### config.mk
export PLATFORM = sky130hd
export DESIGN_NAME = nibble_frame_demux_flat
export DESIGN_NICKNAME = d
export VERILOG_FILES = /design/src/rtl/nibble_frame_demux_if.sv /design/src/rtl/nibble_frame_demux.sv /design/src/flat_wrapper.sv
export SDC_FILE = /design/constraint.sdc
export NUM_CORES = 1
export LEC_CHECK = 0
export BUFFER_PORTS_ARGS = -buffer_cell sky130_fd_sc_hd__buf_2
export CAP_MARGIN = 40
export CORE_MARGIN = 2
export CORE_UTILIZATION = 50
export DETAILED_ROUTE_END_ITERATION = 10
export PLACE_DENSITY = 0.75
export SYNTH_ARGS = -nofsm -noshare
export SYNTH_HDL_FRONTEND = slang
export SYNTH_SLANG_ARGS = --single-unit
### constraint.sdc
create_clock -name clk -period 2 [get_ports clk]
set_clock_uncertainty 0.15 [all_clocks]
set_input_delay 0.4 -clock clk [delete_from_list [all_inputs] [get_ports clk]]
set_output_delay 0.4 -clock clk [all_outputs]
set_load 0.01 [all_outputs]
### src/rtl/nibble_frame_demux_if.sv
// nibble_frame_demux_if: beat-input and frame-output bus of the nibble frame demux.
//
// Handshake: a beat moves when in_valid & in_ready are both high on a rising clock
// edge; a frame moves when out_valid & out_ready are both high on a rising edge.
// A valid, once raised, holds its payload stable until the matching transfer.
// frame_err and busy are status outputs with no handshake.
interface nibble_frame_demux_if #(
    parameter int DATA_W = 4
);
    logic              in_valid;
    logic              in_ready;
    logic [1:0]        in_sel;
    logic [DATA_W-1:0] in_data;
    logic              out_valid;
    logic              out_ready;
    logic [DATA_W-1:0] out_a;
    logic [DATA_W-1:0] out_b;
    logic [DATA_W-1:0] out_c;
    logic [DATA_W-1:0] out_d;
    logic              frame_err;
    logic              busy;

    // Demux side of the bus
    modport slave (
        input  in_valid, in_sel, in_data, out_ready,
        output in_ready, out_valid, out_a, out_b, out_c, out_d, frame_err, busy
    );

    // Source / consumer side of the bus
    modport master (
        output in_valid, in_sel, in_data, out_ready,
        input  in_ready, out_valid, out_a, out_b, out_c, out_d, frame_err, busy
    );
endinterface

### src/rtl/nibble_frame_demux.sv
// nibble_frame_demux: rebuilds four parallel lanes a/b/c/d from a time-multiplexed
// (sel, nibble) beat stream. Beats must arrive in order 0,1,2,3; violations are
// reported with a one-cycle frame_err pulse. A shadow buffer collects the frame and
// a registered output slot presents it, so a new frame can be collected while the
// previous one waits for the consumer.
//
// Optional feature macro NFD_TIMEOUT_EN: when defined, a partial frame that sees
// TIMEOUT_CYC consecutive cycles without an accepted beat is discarded.
module nibble_frame_demux #(
    parameter int DATA_W      = 4,
    parameter int TIMEOUT_CYC = 16
) (
    input  logic                 clk,
    input  logic                 rst_n,
    nibble_frame_demux_if.slave  bus,
    output logic [1:0]           o_dbg_state
);

    typedef enum logic [1:0] {
        S_IDLE    = 2'd0,
        S_COLLECT = 2'd1,
        S_FULL    = 2'd2
    } state_t;

    state_t            r_state;
    state_t            w_state_nxt;
    logic [1:0]        r_exp;
    logic [1:0]        w_exp_nxt;
    logic [DATA_W-1:0] r_shadow     [4];
    logic [DATA_W-1:0] w_shadow_nxt [4];
    logic [DATA_W-1:0] r_out        [4];
    logic [DATA_W-1:0] w_out_nxt    [4];
    logic              r_out_valid;
    logic              w_out_valid_nxt;
    logic              r_frame_err;
    logic              w_frame_err_nxt;

    logic              w_accept;
    logic              w_slot_free;
    logic              w_timeout;

    // Beat acceptance and output-slot availability
    assign w_accept    = bus.in_valid & bus.in_ready;
    assign w_slot_free = ~r_out_valid | bus.out_ready;

`ifdef NFD_TIMEOUT_EN
    localparam int CNT_W = (TIMEOUT_CYC > 2) ? $clog2(TIMEOUT_CYC) : 1;

    logic [CNT_W-1:0] r_idle_cnt;

    // Idle-cycle counter for a partial frame; restarts on every accepted beat
    always_ff @(posedge clk or negedge rst_n) begin
        if (!rst_n) begin
            r_idle_cnt <= '0;
        end else if ((r_state != S_COLLECT) || w_accept) begin
            r_idle_cnt <= '0;
        end else begin
            r_idle_cnt <= r_idle_cnt + 1'b1;
        end
    end

    // The cycle that would complete TIMEOUT_CYC idle cycles triggers the discard
    assign w_timeout = (r_state == S_COLLECT) && !w_accept &&
                       (r_idle_cnt == CNT_W'(TIMEOUT_CYC - 1));
`else
    // Without the timeout feature a partial frame waits indefinitely;
    // TIMEOUT_CYC has no effect in this build.
    assign w_timeout = 1'b0 & (TIMEOUT_CYC < 0);
`endif

    // State, expected-lane index, shadow and output registers
    always_ff @(posedge clk or negedge rst_n) begin
        if (!rst_n) begin
            r_state     <= S_IDLE;
            r_exp       <= 2'd0;
            r_shadow    <= '{default: '0};
            r_out       <= '{default: '0};
            r_out_valid <= 1'b0;
            r_frame_err <= 1'b0;
        end else begin
            r_state     <= w_state_nxt;
            r_exp       <= w_exp_nxt;
            r_shadow    <= w_shadow_nxt;
            r_out       <= w_out_nxt;
            r_out_valid <= w_out_valid_nxt;
            r_frame_err <= w_frame_err_nxt;
        end
    end

    // Next-state, beat-order checking and frame hand-off
    always_comb begin
        w_state_nxt     = r_state;
        w_exp_nxt       = r_exp;
        w_shadow_nxt    = r_shadow;
        w_out_nxt       = r_out;
        // A presented frame leaves on transfer; loads below re-raise valid.
        w_out_valid_nxt = r_out_valid & ~bus.out_ready;
        w_frame_err_nxt = 1'b0;

        case (r_state)
            S_IDLE: begin
                if (w_accept) begin
                    if (bus.in_sel == 2'd0) begin
                        w_shadow_nxt[0] = bus.in_data;
                        w_exp_nxt       = 2'd1;
                        w_state_nxt     = S_COLLECT;
                    end else begin
                        // Frame must start on lane 0; the beat is dropped.
                        w_frame_err_nxt = 1'b1;
                    end
                end
            end

            S_COLLECT: begin
                if (w_accept) begin
                    if (bus.in_sel == r_exp) begin
                        if (r_exp == 2'd3) begin
                            if (w_slot_free) begin
                                w_out_nxt[0]    = r_shadow[0];
                                w_out_nxt[1]    = r_shadow[1];
                                w_out_nxt[2]    = r_shadow[2];
                                w_out_nxt[3]    = bus.in_data;
                                w_out_valid_nxt = 1'b1;
                                w_exp_nxt       = 2'd0;
                                w_state_nxt     = S_IDLE;
                            end else begin
                                // Output slot still occupied: park the frame.
                                w_shadow_nxt[3] = bus.in_data;
                                w_state_nxt     = S_FULL;
                            end
                        end else begin
                            w_shadow_nxt[r_exp] = bus.in_data;
                            w_exp_nxt           = r_exp + 2'd1;
                        end
                    end else if (bus.in_sel == 2'd0) begin
                        // Lane 0 mid-frame starts a fresh frame.
                        w_shadow_nxt[0] = bus.in_data;
                        w_exp_nxt       = 2'd1;
                        w_frame_err_nxt = 1'b1;
                    end else begin
                        // Out-of-order lane: drop the beat and the partial frame.
                        w_frame_err_nxt = 1'b1;
                        w_exp_nxt       = 2'd0;
                        w_state_nxt     = S_IDLE;
                    end
                end else if (w_timeout) begin
                    w_frame_err_nxt = 1'b1;
                    w_exp_nxt       = 2'd0;
                    w_state_nxt     = S_IDLE;
                end
            end

            S_FULL: begin
                if (bus.out_ready) begin
                    w_out_nxt       = r_shadow;
                    w_out_valid_nxt = 1'b1;
                    w_exp_nxt       = 2'd0;
                    w_state_nxt     = S_IDLE;
                end
            end

            default: begin
                w_exp_nxt   = 2'd0;
                w_state_nxt = S_IDLE;
            end
        endcase
    end

    assign bus.in_ready  = (r_state != S_FULL);
    assign bus.busy      = (r_state != S_IDLE);
    assign bus.out_valid = r_out_valid;
    assign bus.out_a     = r_out[0];
    assign bus.out_b     = r_out[1];
    assign bus.out_c     = r_out[2];
    assign bus.out_d     = r_out[3];
    assign bus.frame_err = r_frame_err;
    assign o_dbg_state   = r_state;

endmodule

### src/flat_wrapper.sv
// flat-port wrapper written by rule: the top's interface ports become plain ports
module nibble_frame_demux_flat 
#(
    parameter int DATA_W      = 4,
    parameter int TIMEOUT_CYC = 16
)
  (clk, rst_n, o_dbg_state, bus_in_valid, bus_in_sel, bus_in_data, bus_out_ready, bus_in_ready, bus_out_valid, bus_out_a, bus_out_b, bus_out_c, bus_out_d, bus_frame_err, bus_busy);
  nibble_frame_demux_if #(.DATA_W(DATA_W)) bus_i ();
  input  logic clk;
  input  logic rst_n;
  output logic [1:0] o_dbg_state;
  input wire logic [$bits(bus_i.in_valid)-1:0] bus_in_valid;
  input wire logic [$bits(bus_i.in_sel)-1:0] bus_in_sel;
  input wire logic [$bits(bus_i.in_data)-1:0] bus_in_data;
  input wire logic [$bits(bus_i.out_ready)-1:0] bus_out_ready;
  output wire logic [$bits(bus_i.in_ready)-1:0] bus_in_ready;
  output wire logic [$bits(bus_i.out_valid)-1:0] bus_out_valid;
  output wire logic [$bits(bus_i.out_a)-1:0] bus_out_a;
  output wire logic [$bits(bus_i.out_b)-1:0] bus_out_b;
  output wire logic [$bits(bus_i.out_c)-1:0] bus_out_c;
  output wire logic [$bits(bus_i.out_d)-1:0] bus_out_d;
  output wire logic [$bits(bus_i.frame_err)-1:0] bus_frame_err;
  output wire logic [$bits(bus_i.busy)-1:0] bus_busy;
  assign bus_i.in_valid = bus_in_valid;
  assign bus_i.in_sel = bus_in_sel;
  assign bus_i.in_data = bus_in_data;
  assign bus_i.out_ready = bus_out_ready;
  assign bus_in_ready = bus_i.in_ready;
  assign bus_out_valid = bus_i.out_valid;
  assign bus_out_a = bus_i.out_a;
  assign bus_out_b = bus_i.out_b;
  assign bus_out_c = bus_i.out_c;
  assign bus_out_d = bus_i.out_d;
  assign bus_frame_err = bus_i.frame_err;
  assign bus_busy = bus_i.busy;
  nibble_frame_demux #(.DATA_W(DATA_W), .TIMEOUT_CYC(TIMEOUT_CYC)) u_core (.clk(clk), .rst_n(rst_n), .bus(bus_i), .o_dbg_state(o_dbg_state));
endmodule
==> run_summary.xml, run 1 <==
<?xml version="1.0" encoding="UTF-8"?>
<metrics>
  <group name="outcome">
    <metric name="status" unit="">finished with violations</metric>
    <metric name="failed_checks" unit="">setup timing</metric>
  </group>
  <group name="min_path">
    <metric name="worstHoldPathType" unit="">in2async</metric>
  </group>
  <group name="power_and_ir_drop">
    <metric name="power-per-cell-area" unit="nW/um2">1390</metric>
    <metric name="total_power" unit="uW">3586</metric>
    <metric name="leakagePower" unit="uW">0.001249</metric>
    <metric name="ir_worst_vdd" unit="mV">0.7646</metric>
  </group>
  <group name="cells_and_area">
    <metric name="drive_gt1_share" unit="%">49.57</metric>
    <metric name="antenna-diode-count" unit="">0</metric>
    <metric name="post-route-cell-area" unit="um2">2580</metric>
    <metric name="fill_cells" unit="">264</metric>
    <metric name="most_common_library_cell_in_the_layout_ignoring_fill_and_taps" unit="">dfrtp_1</metric>
    <metric name="layout-area-overhead-vs-synth" unit="%">33.38</metric>
    <metric name="final_cell_mix" unit="">dfrtp_1 (36), buf_2 (31), buf_4 (23)</metric>
    <metric name="num-nets-final" unit="">248</metric>
  </group>
  <group name="critical_path">
    <metric name="worst-path-max-fanout" unit="">20</metric>
    <metric name="r2r_end" unit="">u_core.bus.out_a[0]</metric>
    <metric name="path_delay_family" unit="">flip-flops</metric>
    <metric name="worstRegToRegCells" unit="">7</metric>
    <metric name="critPathBufInv" unit="">2</metric>
    <metric name="cp-endpoint" unit="">u_core.bus.out_a[0]</metric>
    <metric name="critical_path.cell_chain" unit="">inv_2 &gt; ha_4 &gt; and3b_1 &gt; nand4_1 &gt; a21oi_2 &gt; buf_12 &gt; mux2_2</metric>
    <metric name="max_stage_delay" unit="ps">430</metric>
    <metric name="crit_slowest_cell" unit="">dfrtp_1</metric>
    <metric name="regToRegSetupSlack" unit="ps">-50</metric>
    <metric name="path_depth" unit="">7</metric>
    <metric name="critPathLaunchType" unit="">register</metric>
    <metric name="reg2reg_from" unit="">u_core.o_dbg_state[0]</metric>
    <metric name="worstSetupEndpointType" unit="">register</metric>
    <metric name="worstSetupPathType" unit="">reg2reg</metric>
    <metric name="timing.critical_path.from" unit="">u_core.o_dbg_state[0]</metric>
    <metric name="timing.critical_path.arrival" unit="ps">2070</metric>
    <metric name="timing.critical_path.required" unit="ps">2020</metric>
  </group>
  <group name="sta">
    <metric name="final_max_slew_viol_count" unit="">0</metric>
    <metric name="clock.fmax" unit="MHz">488.3</metric>
    <metric name="timing.final.setup_violations" unit="">15</metric>
    <metric name="grt_setup_unrepaired" unit="">true</metric>
    <metric name="layout_worst_path_cycle_share" unit="%">102.4</metric>
    <metric name="slew_at_the_pin_with_the_worst_max_slew_slack" unit="ps">746.4</metric>
    <metric name="finalWorstPathRequiredPeriod" unit="ps">2048</metric>
    <metric name="worst_slew_margin_rel" unit="%">50.24</metric>
    <metric name="finalHoldViolCount" unit="">0</metric>
    <metric name="timing.final.ws_setup" unit="ps">-47.96</metric>
  </group>
  <group name="grt">
    <metric name="grt_pass1_wl" unit="um">7210</metric>
    <metric name="grt-ovfl-total" unit="">0</metric>
    <metric name="antenna_found_initial" unit="">0</metric>
    <metric name="grtUsageTotal" unit="%">21.55</metric>
    <metric name="grt_use_met1" unit="%">26.96</metric>
    <metric name="grt_pass1_vias" unit="">1578</metric>
    <metric name="grt_start_max_net_pins" unit="">35</metric>
    <metric name="grt_util_met3" unit="%">3.918</metric>
    <metric name="met2_usage" unit="%">37.25</metric>
    <metric name="grt.busiest_layer" unit="">met2</metric>
  </group>
  <group name="placed_design">
    <metric name="hpwlAfterDp" unit="um">3124</metric>
    <metric name="dpl_worst_slack" unit="ps">-111.8</metric>
    <metric name="number_of_port_buffers" unit="">31</metric>
    <metric name="placed_area" unit="um2">2288</metric>
    <metric name="gp_routability_congestion" unit="">0.9494</metric>
  </group>
  <group name="cts">
    <metric name="cts_hold_buf" unit="">0</metric>
    <metric name="worst_skew_pair.late_latency" unit="ps">280</metric>
    <metric name="cts.clk_slew.worst_paths" unit="ps">80</metric>
    <metric name="cts.htree.levels" unit="">2</metric>
    <metric name="tritoncts" unit="">yes</metric>
    <metric name="numClockSinks" unit="">38</metric>
    <metric name="cts_made_buffers" unit="">5</metric>
    <metric name="root_buffer" unit="">clkbuf_8</metric>
    <metric name="cts_buffer_depth" unit="">2</metric>
  </group>
  <group name="synth">
    <metric name="syn_avg_cell_area" unit="um2">11.18</metric>
    <metric name="synth.yosys.warnings" unit="">0</metric>
    <metric name="share_of_synthesized_area_occupied_by_flip_flops_and_latches" unit="%">49.16</metric>
    <metric name="flip_flop_and_latch_count_after_synthesis" unit="">38</metric>
    <metric name="synth_compound_gate_area_share" unit="%">12.48</metric>
    <metric name="yosys.area_share.xor_xnor" unit="%">1.682</metric>
    <metric name="synth_cell_type_count" unit="">31</metric>
    <metric name="synth.area.top_cells" unit="">dfrtp_1 (49%), mux2_2 (12%), ha_1 (5.8%)</metric>
    <metric name="synth.area.mux_share" unit="%">14.81</metric>
    <metric name="synthesis.instances" unit="">173</metric>
    <metric name="simple_logic_cell_fraction_of_the_synthesized_area" unit="%">12.29</metric>
    <metric name="synth_nets" unit="">192</metric>
    <metric name="synth-adder-area-share" unit="%">5.821</metric>
    <metric name="mappedNetlistArea" unit="um2">1934</metric>
    <metric name="top_cell_type_s_share_of_synthesized_area" unit="%">49.16</metric>
    <metric name="synth_top_family_by_area" unit="">multiplexers</metric>
    <metric name="yosys.area.top_type" unit="">dfrtp_1</metric>
  </group>
  <group name="floorplanning">
    <metric name="core_area" unit="um2">3689</metric>
    <metric name="die_w" unit="um">66.20</metric>
    <metric name="total_die_area" unit="um2">4382</metric>
    <metric name="die_h" unit="um">66.20</metric>
    <metric name="num_rows" unit="">22</metric>
    <metric name="initial_core_util" unit="%">52.44</metric>
    <metric name="number_of_top_level_pins" unit="">32</metric>
  </group>
  <group name="route">
    <metric name="drc" unit="">0</metric>
    <metric name="vias" unit="">1544</metric>
    <metric name="drt_first_iter_violations" unit="">107</metric>
    <metric name="routed_wirelength" unit="um">4622</metric>
    <metric name="vias_per_cell" unit="">5.554</metric>
    <metric name="ant_nets" unit="">0</metric>
    <metric name="drt_pass1_iterations" unit="">4</metric>
    <metric name="detail_route.wl_per_cell" unit="um">16.63</metric>
  </group>
  <group name="run">
    <metric name="drv.max_cap_violation_count" unit="">0</metric>
  </group>
</metrics>
per-stage QoR:
stage          util [%]  cells  setup TNS [ps]  hold WS [ps]
2_1_floorplan         -    173          -177.5        -45.59
3_3_place_gp      62.04    264          -11.44         314.3
3_5_place_dp      62.04    264          -632.3         325.3
4_1_cts           66.83    275         -0.6317         42.64
5_1_grt           69.95    278           -1549         75.37
6_report          69.95    278          -406.6         20.68
power by group:
| part | internal [uW] | leakage, uW | switching (uW) |
|---|---|---|---|
| registers | 1010 | 0.000505 | 145 |
| logic | 837 | 0.000675 | 810 |
| clock network | 500 | 0.0000683 | 282 |
flip-flops by register name, summed over array words and instances, names as in the netlist:
signal                cells
u_core.bus.frame_err      1
u_core.bus.out_a          4
u_core.bus.out_b          4
u_core.bus.out_c          4
u_core.bus.out_d          4
u_core.bus.out_valid      1
u_core.o_dbg_state        2
u_core.r_exp              2
u_core.r_shadow          16
synthesized netlist by cell type (all sizes together):
cell / count
ha: 9
a211oi: 1
mux2: 21
and2: 2
o21ai: 11
nor2: 16
mux2i: 5
nand2: 16
nor2b: 5
o2bb2ai: 1
buf: 6
xnor2: 2
nand3: 3
nor3: 2
and3b: 1
inv: 7
o31a: 1
nand4: 1
o211ai: 2
or2: 1
a31oi: 4
nand3b: 2
a22o: 5
clkbuf: 1
o32ai: 1
dfrtp: 38
o22ai: 1
a21oi: 7
a22oi: 1
how the worst min path moves through the flow:
stage               cells after the start                   end  slack, ps
floorplan                               0  u_core.bus.frame_err        -50
global placement                        2    u_core.r_shadow[1]        310
detailed placement                      2    u_core.r_shadow[2]        330
CTS                                     1   u_core.bus.out_d[0]         40
global route                            1   u_core.bus.out_d[1]         80
finish                                  1   u_core.bus.out_d[2]         20
per-layer routing:
metal  up-vias  wire length, um
li1        714                -
met2        51             2482
met4         0               34
met3         4              208
met5         -                0
met1       775             1896
final cells by class:
type / count / area [um2] / share of cell area [%]
Clock buffer: 5 / 68.82 / 2.667
Clock inverter: 3 / 68.82 / 2.667
Inverter: 7 / 28.78 / 1.115
Multi-Input combinational cell: 121 / 1041 / 40.35
Sequential cell: 38 / 953.4 / 36.95
Tap cell: 48 / 60.06 / 2.328
Timing Repair Buffer: 56 / 359.1 / 13.92
repair_timing:
item,4_1_cts,5_1_grt
setup endpoints to repair,24,25
setup buffers,3,3
pin swaps,3,13
gates resized for setup,6,19
gates cloned,0,0
logic make-up after synthesis:
| group | Yosys count |
|---|---|
| flip-flops | 38 |
| multiplexers | 26 |
| AND/OR/NAND/NOR | 49 |
| adder cells (fa/ha/maj) | 9 |
| AO/OA/AOI/OAI | 35 |
| buffers and inverters | 14 |
| XOR/XNOR | 2 |
(Power assumes the default switching activity.)
==> inputs of run 2 (changes only) <==
- CORE_UTILIZATION: 50 -> 35
- CTS_BUF_LIST: default -> sky130_fd_sc_hd__clkbuf_8
- PLACE_DENSITY: 0.75 -> default
==> run 2 against run 1 <==
  * The flow still finishes with violations (setup timing)
  * Total power is 6.3% lower
  * Final cell count is 11% higher
  * Design area is 3.6% higher
  * Die area is 40% higher
  * Via count is 3.3% lower
  * Count of clock-buffer cells in the layout is 1 higher
  * Global-route usage is 7.2 points lower
  * First-iteration DRC count is 67% lower
  * Utilization is 20 points lower
  * Largest cell class unchanged
  * Largest power group unchanged
  * Highest routed layer unchanged
==> run_summary.xml, run 2 (synthesis gave the netlist of run 1 again) <==
<?xml version="1.0" encoding="UTF-8"?>
<metrics>
  <group name="critical_path">
    <metric name="timing.critical_path.arrival" unit="ps">2050</metric>
    <metric name="reg2reg_from" unit="">u_core.o_dbg_state[1]</metric>
    <metric name="timing.critical_path.required" unit="ps">2010</metric>
    <metric name="worstRegToRegCells" unit="">6</metric>
    <metric name="worstSetupEndpointType" unit="">register</metric>
    <metric name="regToRegSetupSlack" unit="ps">-40</metric>
    <metric name="critPathLaunchType" unit="">register</metric>
    <metric name="worstSetupPathType" unit="">reg2reg</metric>
    <metric name="worst-path-max-fanout" unit="">6</metric>
    <metric name="timing.critical_path.from" unit="">u_core.o_dbg_state[1]</metric>
    <metric name="r2r_end" unit="">u_core.bus.out_c[2]</metric>
  </group>
  <group name="cells_and_area">
    <metric name="layout-area-overhead-vs-synth" unit="%">38.23</metric>
    <metric name="num-nets-final" unit="">256</metric>
    <metric name="finish.cell_count_without_fillers" unit="">309</metric>
    <metric name="fill_cells" unit="">507</metric>
    <metric name="antenna-diode-count" unit="">0</metric>
    <metric name="final_cell_mix" unit="">dfrtp_1 (36), buf_2 (31), buf_4 (29)</metric>
    <metric name="max_flop_register" unit="">u_core.r_shadow</metric>
    <metric name="largest_reg_flops" unit="">16</metric>
    <metric name="most_common_library_cell_in_the_layout_ignoring_fill_and_taps" unit="">dfrtp_1</metric>
    <metric name="drive_gt1_share" unit="%">49.37</metric>
  </group>
  <group name="route">
    <metric name="drt_pass1_iterations" unit="">4</metric>
    <metric name="detail_route.wl_per_cell" unit="um">13.97</metric>
    <metric name="vias" unit="">1493</metric>
    <metric name="routed_wirelength" unit="um">4316</metric>
    <metric name="drt_first_iter_violations" unit="">35</metric>
    <metric name="drc" unit="">0</metric>
    <metric name="vias_per_cell" unit="">4.832</metric>
    <metric name="ant_nets" unit="">0</metric>
  </group>
  <group name="cts">
    <metric name="cts_made_buffers" unit="">5</metric>
    <metric name="numClockSinks" unit="">38</metric>
    <metric name="cts.clk_slew.worst_paths" unit="ps">70</metric>
    <metric name="cts_buffer_depth" unit="">2</metric>
    <metric name="tritoncts" unit="">yes</metric>
    <metric name="cts.htree.levels" unit="">2</metric>
    <metric name="root_buffer" unit="">clkbuf_8</metric>
    <metric name="worst_skew_pair.late_latency" unit="ps">280</metric>
  </group>
  <group name="sta">
    <metric name="layout_worst_path_cycle_share" unit="%">101.9</metric>
    <metric name="timing.final.setup_violations" unit="">10</metric>
    <metric name="hold-worst-slack" unit="ps">257.0</metric>
    <metric name="clock.fmax" unit="MHz">490.6</metric>
    <metric name="slew_at_the_pin_with_the_worst_max_slew_slack" unit="ps">613.3</metric>
    <metric name="finalHoldViolCount" unit="">0</metric>
    <metric name="worst_slew_margin_rel" unit="%">59.12</metric>
    <metric name="final_max_slew_viol_count" unit="">0</metric>
    <metric name="finalWorstPathRequiredPeriod" unit="ps">2038</metric>
    <metric name="timing.final.ws_setup" unit="ps">-38.50</metric>
    <metric name="grt_setup_unrepaired" unit="">true</metric>
  </group>
  <group name="placed_design">
    <metric name="hpwlAfterDp" unit="um">3113</metric>
    <metric name="number_of_port_buffers" unit="">31</metric>
    <metric name="gp_routability_congestion" unit="">0.8346</metric>
    <metric name="post-place-cells" unit="">295</metric>
  </group>
  <group name="grt">
    <metric name="grt_pass1_vias" unit="">1468</metric>
    <metric name="grt_pass1_wl" unit="um">6817</metric>
    <metric name="grt_start_max_net_pins" unit="">28</metric>
    <metric name="antenna_found_initial" unit="">0</metric>
    <metric name="grt-ovfl-total" unit="">0</metric>
    <metric name="grtUsageTotal" unit="%">14.39</metric>
  </group>
  <group name="floorplanning">
    <metric name="num_rows" unit="">27</metric>
    <metric name="die_h" unit="um">78.34</metric>
    <metric name="initial_core_util" unit="%">35.79</metric>
    <metric name="core_area" unit="um2">5405</metric>
    <metric name="number_of_top_level_pins" unit="">32</metric>
    <metric name="total_die_area" unit="um2">6137</metric>
    <metric name="die_w" unit="um">78.34</metric>
  </group>
  <group name="outcome">
    <metric name="status" unit="">finished with violations</metric>
    <metric name="failed_checks" unit="">setup timing</metric>
  </group>
  <group name="min_path">
    <metric name="timing.hold.worst_path_depth" unit="">3</metric>
    <metric name="min_from" unit="">bus_in_data[1]</metric>
    <metric name="hold_path_end" unit="">u_core.r_shadow[1]</metric>
    <metric name="worstHoldPathType" unit="">in2reg</metric>
  </group>
  <group name="run">
    <metric name="drv.max_cap_violation_count" unit="">0</metric>
  </group>
  <group name="power_and_ir_drop">
    <metric name="total_power" unit="uW">3360</metric>
    <metric name="leakagePower" unit="uW">0.001277</metric>
    <metric name="ir_worst_vdd" unit="mV">0.6072</metric>
    <metric name="power-per-cell-area" unit="nW/um2">1257</metric>
  </group>
</metrics>
run 2: cell count changes in the layout (fill, tap and decap cells not counted), moves of 2 or more:
cell	before	now
mux2_2	18	14
buf_4	23	29
mux2_4	3	7
nor3_2	2	0
run 2: layout make-up:
class | instances | area [um2] | share of cell area [%]
well taps | 72 | 90.09 | 3.369
multi-input cells | 121 | 1052 | 39.35
flip-flops and latches | 38 | 953.4 | 35.66
inverters | 7 | 26.28 | 0.9827
clock buffers | 6 | 82.58 | 3.088
clock inverters | 1 | 30.03 | 1.123
repair buffers | 64 | 439.2 | 16.42
run 2: worst max path at each step:
| stage | end |
|---|---|
| floorplan | u_core.bus.out_a[0] |
| global placement | u_core.r_shadow[12] |
| detailed placement | u_core.r_shadow[12] |
| CTS | u_core.bus.out_a[2] |
| global route | u_core.bus.out_c[1] |
| finish | u_core.bus.out_c[2] |
run 2: layer usage:
metal	track usage, %	up-vias	wire (um)
li1	-	738	-
met5	0	-	0
met4	4.211	0	17
met2	24.22	41	2181
met1	17.75	712	1944
met3	4.483	2	172
run 2: through the flow:
stage,instance area [um2],TNS (ps),util [%],setup WS (ps)
after global routing,2674,-1728,49.47,-119.1
after detailed placement,2371,-246.5,43.87,-68.41
after floorplan,1983,-177.5,-,-17.75
after global placement,2371,-220.4,43.87,-55.35
final,2674,-306.7,49.47,-38.50
after CTS,2510,0,46.44,4.071
run 2: power breakdown:
group | internal [uW] | leakage (uW) | switching, uW
clock network | 399 | 0.0000573 | 251
logic | 811 | 0.000715 | 739
registers | 1010 | 0.000505 | 146
total | 2220 | 0.00128 | 1140
run 2: worst max-delay path, cell delays in order (launching register included):
cell	delay, ps
dfrtp_2	440
ha_4	170
and3b_1	200
nand4_1	180
a21oi_4	280
clkbuf_16	210
mux2_4	290
run 2: what timing repair did:
| action | in CTS | in global routing |
|---|---|---|
| cloned | 0 | 1 |
| hold buffers | 1 | 0 |
| buffers inserted | 0 | 5 |
| endpoints found under the setup margin | 23 | 30 |
| gates resized for setup | 6 | 20 |
| pin swaps | 0 | 7 |
| endpoints found under the hold margin | 6 | 0 |
==> inputs of run 3 (changes only) <==
- clock period: 2 -> 1.7 ns (I/O delays scaled with it)
==> run 3 against run 2 <==
  * The flow still finishes with violations (setup timing)
  * Routed wire length increased by 4.7%
  * Sequential share of layout area decreased by 2.1 points
  * Sequential power increased by 18%
  * Via count increased by 4.7%
  * Clock power increased by 43%
==> run_summary.xml, run 3 (synthesis gave the netlist of run 1 again) <==
<?xml version="1.0" encoding="UTF-8"?>
<metrics>
  <group name="outcome">
    <metric name="status" unit="">finished with violations</metric>
    <metric name="failed_checks" unit="">setup timing</metric>
  </group>
  <group name="route">
    <metric name="routed_wirelength" unit="um">4518</metric>
    <metric name="drt_pass1_iterations" unit="">5</metric>
    <metric name="drc" unit="">0</metric>
    <metric name="ant_nets" unit="">0</metric>
    <metric name="vias" unit="">1563</metric>
    <metric name="detail_route.wl_per_cell" unit="um">14.16</metric>
    <metric name="drt_first_iter_violations" unit="">82</metric>
    <metric name="vias_per_cell" unit="">4.900</metric>
  </group>
  <group name="placed_design">
    <metric name="dpl_worst_slack" unit="ps">-317.1</metric>
    <metric name="gp_routability_congestion" unit="">0.8824</metric>
    <metric name="number_of_port_buffers" unit="">31</metric>
    <metric name="hpwlAfterDp" unit="um">3121</metric>
  </group>
  <group name="cells_and_area">
    <metric name="antenna-diode-count" unit="">0</metric>
    <metric name="post-route-util" unit="%">52.59</metric>
    <metric name="max_flop_register" unit="">u_core.r_shadow</metric>
    <metric name="layout-area-overhead-vs-synth" unit="%">46.96</metric>
    <metric name="final_cell_mix" unit="">dfrtp_1 (36), buf_4 (31), buf_2 (29)</metric>
    <metric name="largest_reg_flops" unit="">16</metric>
    <metric name="num-nets-final" unit="">265</metric>
    <metric name="fill_cells" unit="">489</metric>
    <metric name="drive_gt1_share" unit="%">54.25</metric>
    <metric name="most_common_library_cell_in_the_layout_ignoring_fill_and_taps" unit="">dfrtp_1</metric>
  </group>
  <group name="floorplanning">
    <metric name="number_of_top_level_pins" unit="">32</metric>
    <metric name="initial_core_util" unit="%">35.79</metric>
    <metric name="die_w" unit="um">78.34</metric>
    <metric name="num_rows" unit="">27</metric>
    <metric name="core_area" unit="um2">5405</metric>
    <metric name="die_h" unit="um">78.34</metric>
    <metric name="total_die_area" unit="um2">6137</metric>
  </group>
  <group name="sta">
    <metric name="hold-worst-slack" unit="ps">181.6</metric>
    <metric name="layout_worst_path_cycle_share" unit="%">115.7</metric>
    <metric name="finalWorstPathRequiredPeriod" unit="ps">1967</metric>
    <metric name="grt_setup_unrepaired" unit="">true</metric>
    <metric name="final_max_slew_viol_count" unit="">0</metric>
    <metric name="worst_slew_margin_rel" unit="%">67.25</metric>
    <metric name="clock.fmax" unit="MHz">508.4</metric>
    <metric name="timing.final.setup_violations" unit="">38</metric>
    <metric name="timing.final.ws_setup" unit="ps">-266.8</metric>
    <metric name="finalHoldViolCount" unit="">0</metric>
    <metric name="slew_at_the_pin_with_the_worst_max_slew_slack" unit="ps">491.2</metric>
  </group>
  <group name="power_and_ir_drop">
    <metric name="clock_power_share" unit="%">21.0</metric>
    <metric name="power-per-cell-area" unit="nW/um2">1565</metric>
    <metric name="power.share.combinational" unit="%">48.2</metric>
    <metric name="seqPwrFrac" unit="%">30.8</metric>
    <metric name="leakagePower" unit="uW">0.001352</metric>
    <metric name="total_net_switching_power" unit="uW">1486</metric>
    <metric name="power_report.internal_total" unit="uW">2964</metric>
    <metric name="ir_worst_vdd" unit="mV">0.7618</metric>
    <metric name="power.switching_fraction" unit="%">33.38</metric>
  </group>
  <group name="critical_path">
    <metric name="path_delay_family" unit="">flip-flops</metric>
    <metric name="critical_path.cell_chain" unit="">ha_4 &gt; and3b_1 &gt; nand4_1 &gt; a21oi_2 &gt; buf_12 &gt; mux2_2</metric>
    <metric name="path_depth" unit="">6</metric>
    <metric name="crit_slowest_cell" unit="">dfrtp_2</metric>
    <metric name="worst-path-max-fanout" unit="">13</metric>
    <metric name="critPathLaunchType" unit="">register</metric>
    <metric name="worstSetupEndpointType" unit="">register</metric>
    <metric name="timing.critical_path.arrival" unit="ps">2000</metric>
    <metric name="worstSetupPathType" unit="">reg2reg</metric>
    <metric name="timing.critical_path.required" unit="ps">1730</metric>
    <metric name="max_stage_delay" unit="ps">460</metric>
    <metric name="worstRegToRegCells" unit="">6</metric>
    <metric name="critPathBufInv" unit="">1</metric>
  </group>
  <group name="min_path">
    <metric name="timing.hold.worst_path_depth" unit="">3</metric>
    <metric name="worstHoldPathType" unit="">in2reg</metric>
  </group>
  <group name="grt">
    <metric name="grt_pass1_vias" unit="">1517</metric>
    <metric name="antenna_found_initial" unit="">0</metric>
    <metric name="grtUsageTotal" unit="%">15.71</metric>
    <metric name="grt-ovfl-total" unit="">0</metric>
    <metric name="grt_start_max_net_pins" unit="">39</metric>
    <metric name="grt_pass1_wl" unit="um">7521</metric>
  </group>
  <group name="cts">
    <metric name="cts_made_buffers" unit="">5</metric>
    <metric name="root_buffer" unit="">clkbuf_8</metric>
    <metric name="numClockSinks" unit="">38</metric>
    <metric name="cts_buffer_depth" unit="">2</metric>
    <metric name="cts.clk_slew.worst_paths" unit="ps">80</metric>
    <metric name="cts.htree.levels" unit="">2</metric>
    <metric name="worst_skew_pair.late_latency" unit="ps">290</metric>
    <metric name="tritoncts" unit="">yes</metric>
  </group>
  <group name="run">
    <metric name="drv.max_cap_violation_count" unit="">0</metric>
  </group>
</metrics>
[run 3: changes by cell type in the layout (fill, tap and decap cells not counted), moves of 3 or more]
| cell | change |
|---|---|
| buf_6 | +10 |
| inv_1 | -4 |
| inv_4 | +4 |
| mux2_2 | -3 |
| mux2_4 | +3 |
| o21ai_0 | -7 |
| o21ai_1 | +6 |
[run 3: power by group through the flow]
stage | clock [uW] | sequential (uW) | combinational [uW]
after global placement | 0 | 1380 | 1710
after global routing | 1010 | 1420 | 2350
after detailed placement | 0 | 1390 | 1720
final | 932 | 1370 | 2150
after CTS | 959 | 1380 | 2040
after floorplan | 0 | 1420 | 1010
[run 3: routing by layer]
layer	up-vias	routed length (um)	track usage [%]
met5	-	0	0
met1	758	2047	21.94
met2	43	2184	24.74
li1	754	-	-
met3	8	203	3.103
met4	0	82	4.737
[run 3: area by class of cell]
cell class,instances,area [um2],share of cell area [%]
clock inverters,3,68.82,2.421
repair buffers,73,531.8,18.71
multi-input cells,121,1094,38.47
inverters,7,36.28,1.276
clock buffers,5,68.82,2.421
well taps,72,90.09,3.169
flip-flops and latches,38,953.4,33.54
[run 3: metrics by stage]
step	cells	setup TNS [ps]	cell area (um2)	power [uW]
after floorplan	173	-6975	2013	2430
after global placement	302	-7078	2452	3085
after detailed placement	302	-7641	2452	3113
after CTS	315	-7020	2780	4377
after global routing	319	-11440	2843	4782
final	319	-7463	2843	4450
[run 3: timing repair]
action	4_1_cts	5_1_grt
pin swaps	18	2
endpoints found under the setup margin	39	40
hold endpoints to repair	38	0
gates resized for setup	37	9
buffers inserted	4	5
hold buffers	1	0
[run 3: path summary, 6_finish.rpt]
check                                 startpoint               endpoint  slack (ps)
setup / recovery           u_core.o_dbg_state[1]    u_core.bus.out_c[3]        -270
hold / removal                    bus_in_data[1]     u_core.r_shadow[1]         180
max in group asynchronous                  rst_n  u_core.o_dbg_state[1]         560
hold reg to reg               u_core.r_shadow[1]     u_core.r_shadow[1]         340
setup reg to reg           u_core.o_dbg_state[1]    u_core.bus.out_c[3]        -270
min in group asynchronous                  rst_n        u_core.r_exp[0]         460
[run 3: worst register-to-register path: cells and delay by family, from the launching register on]
kind	cells	cell delay [ps]
buf+inv	1	170
mux	1	340
simple gates	2	360
fa+ha+maj	1	180
compound gates	1	210
flops	1	460
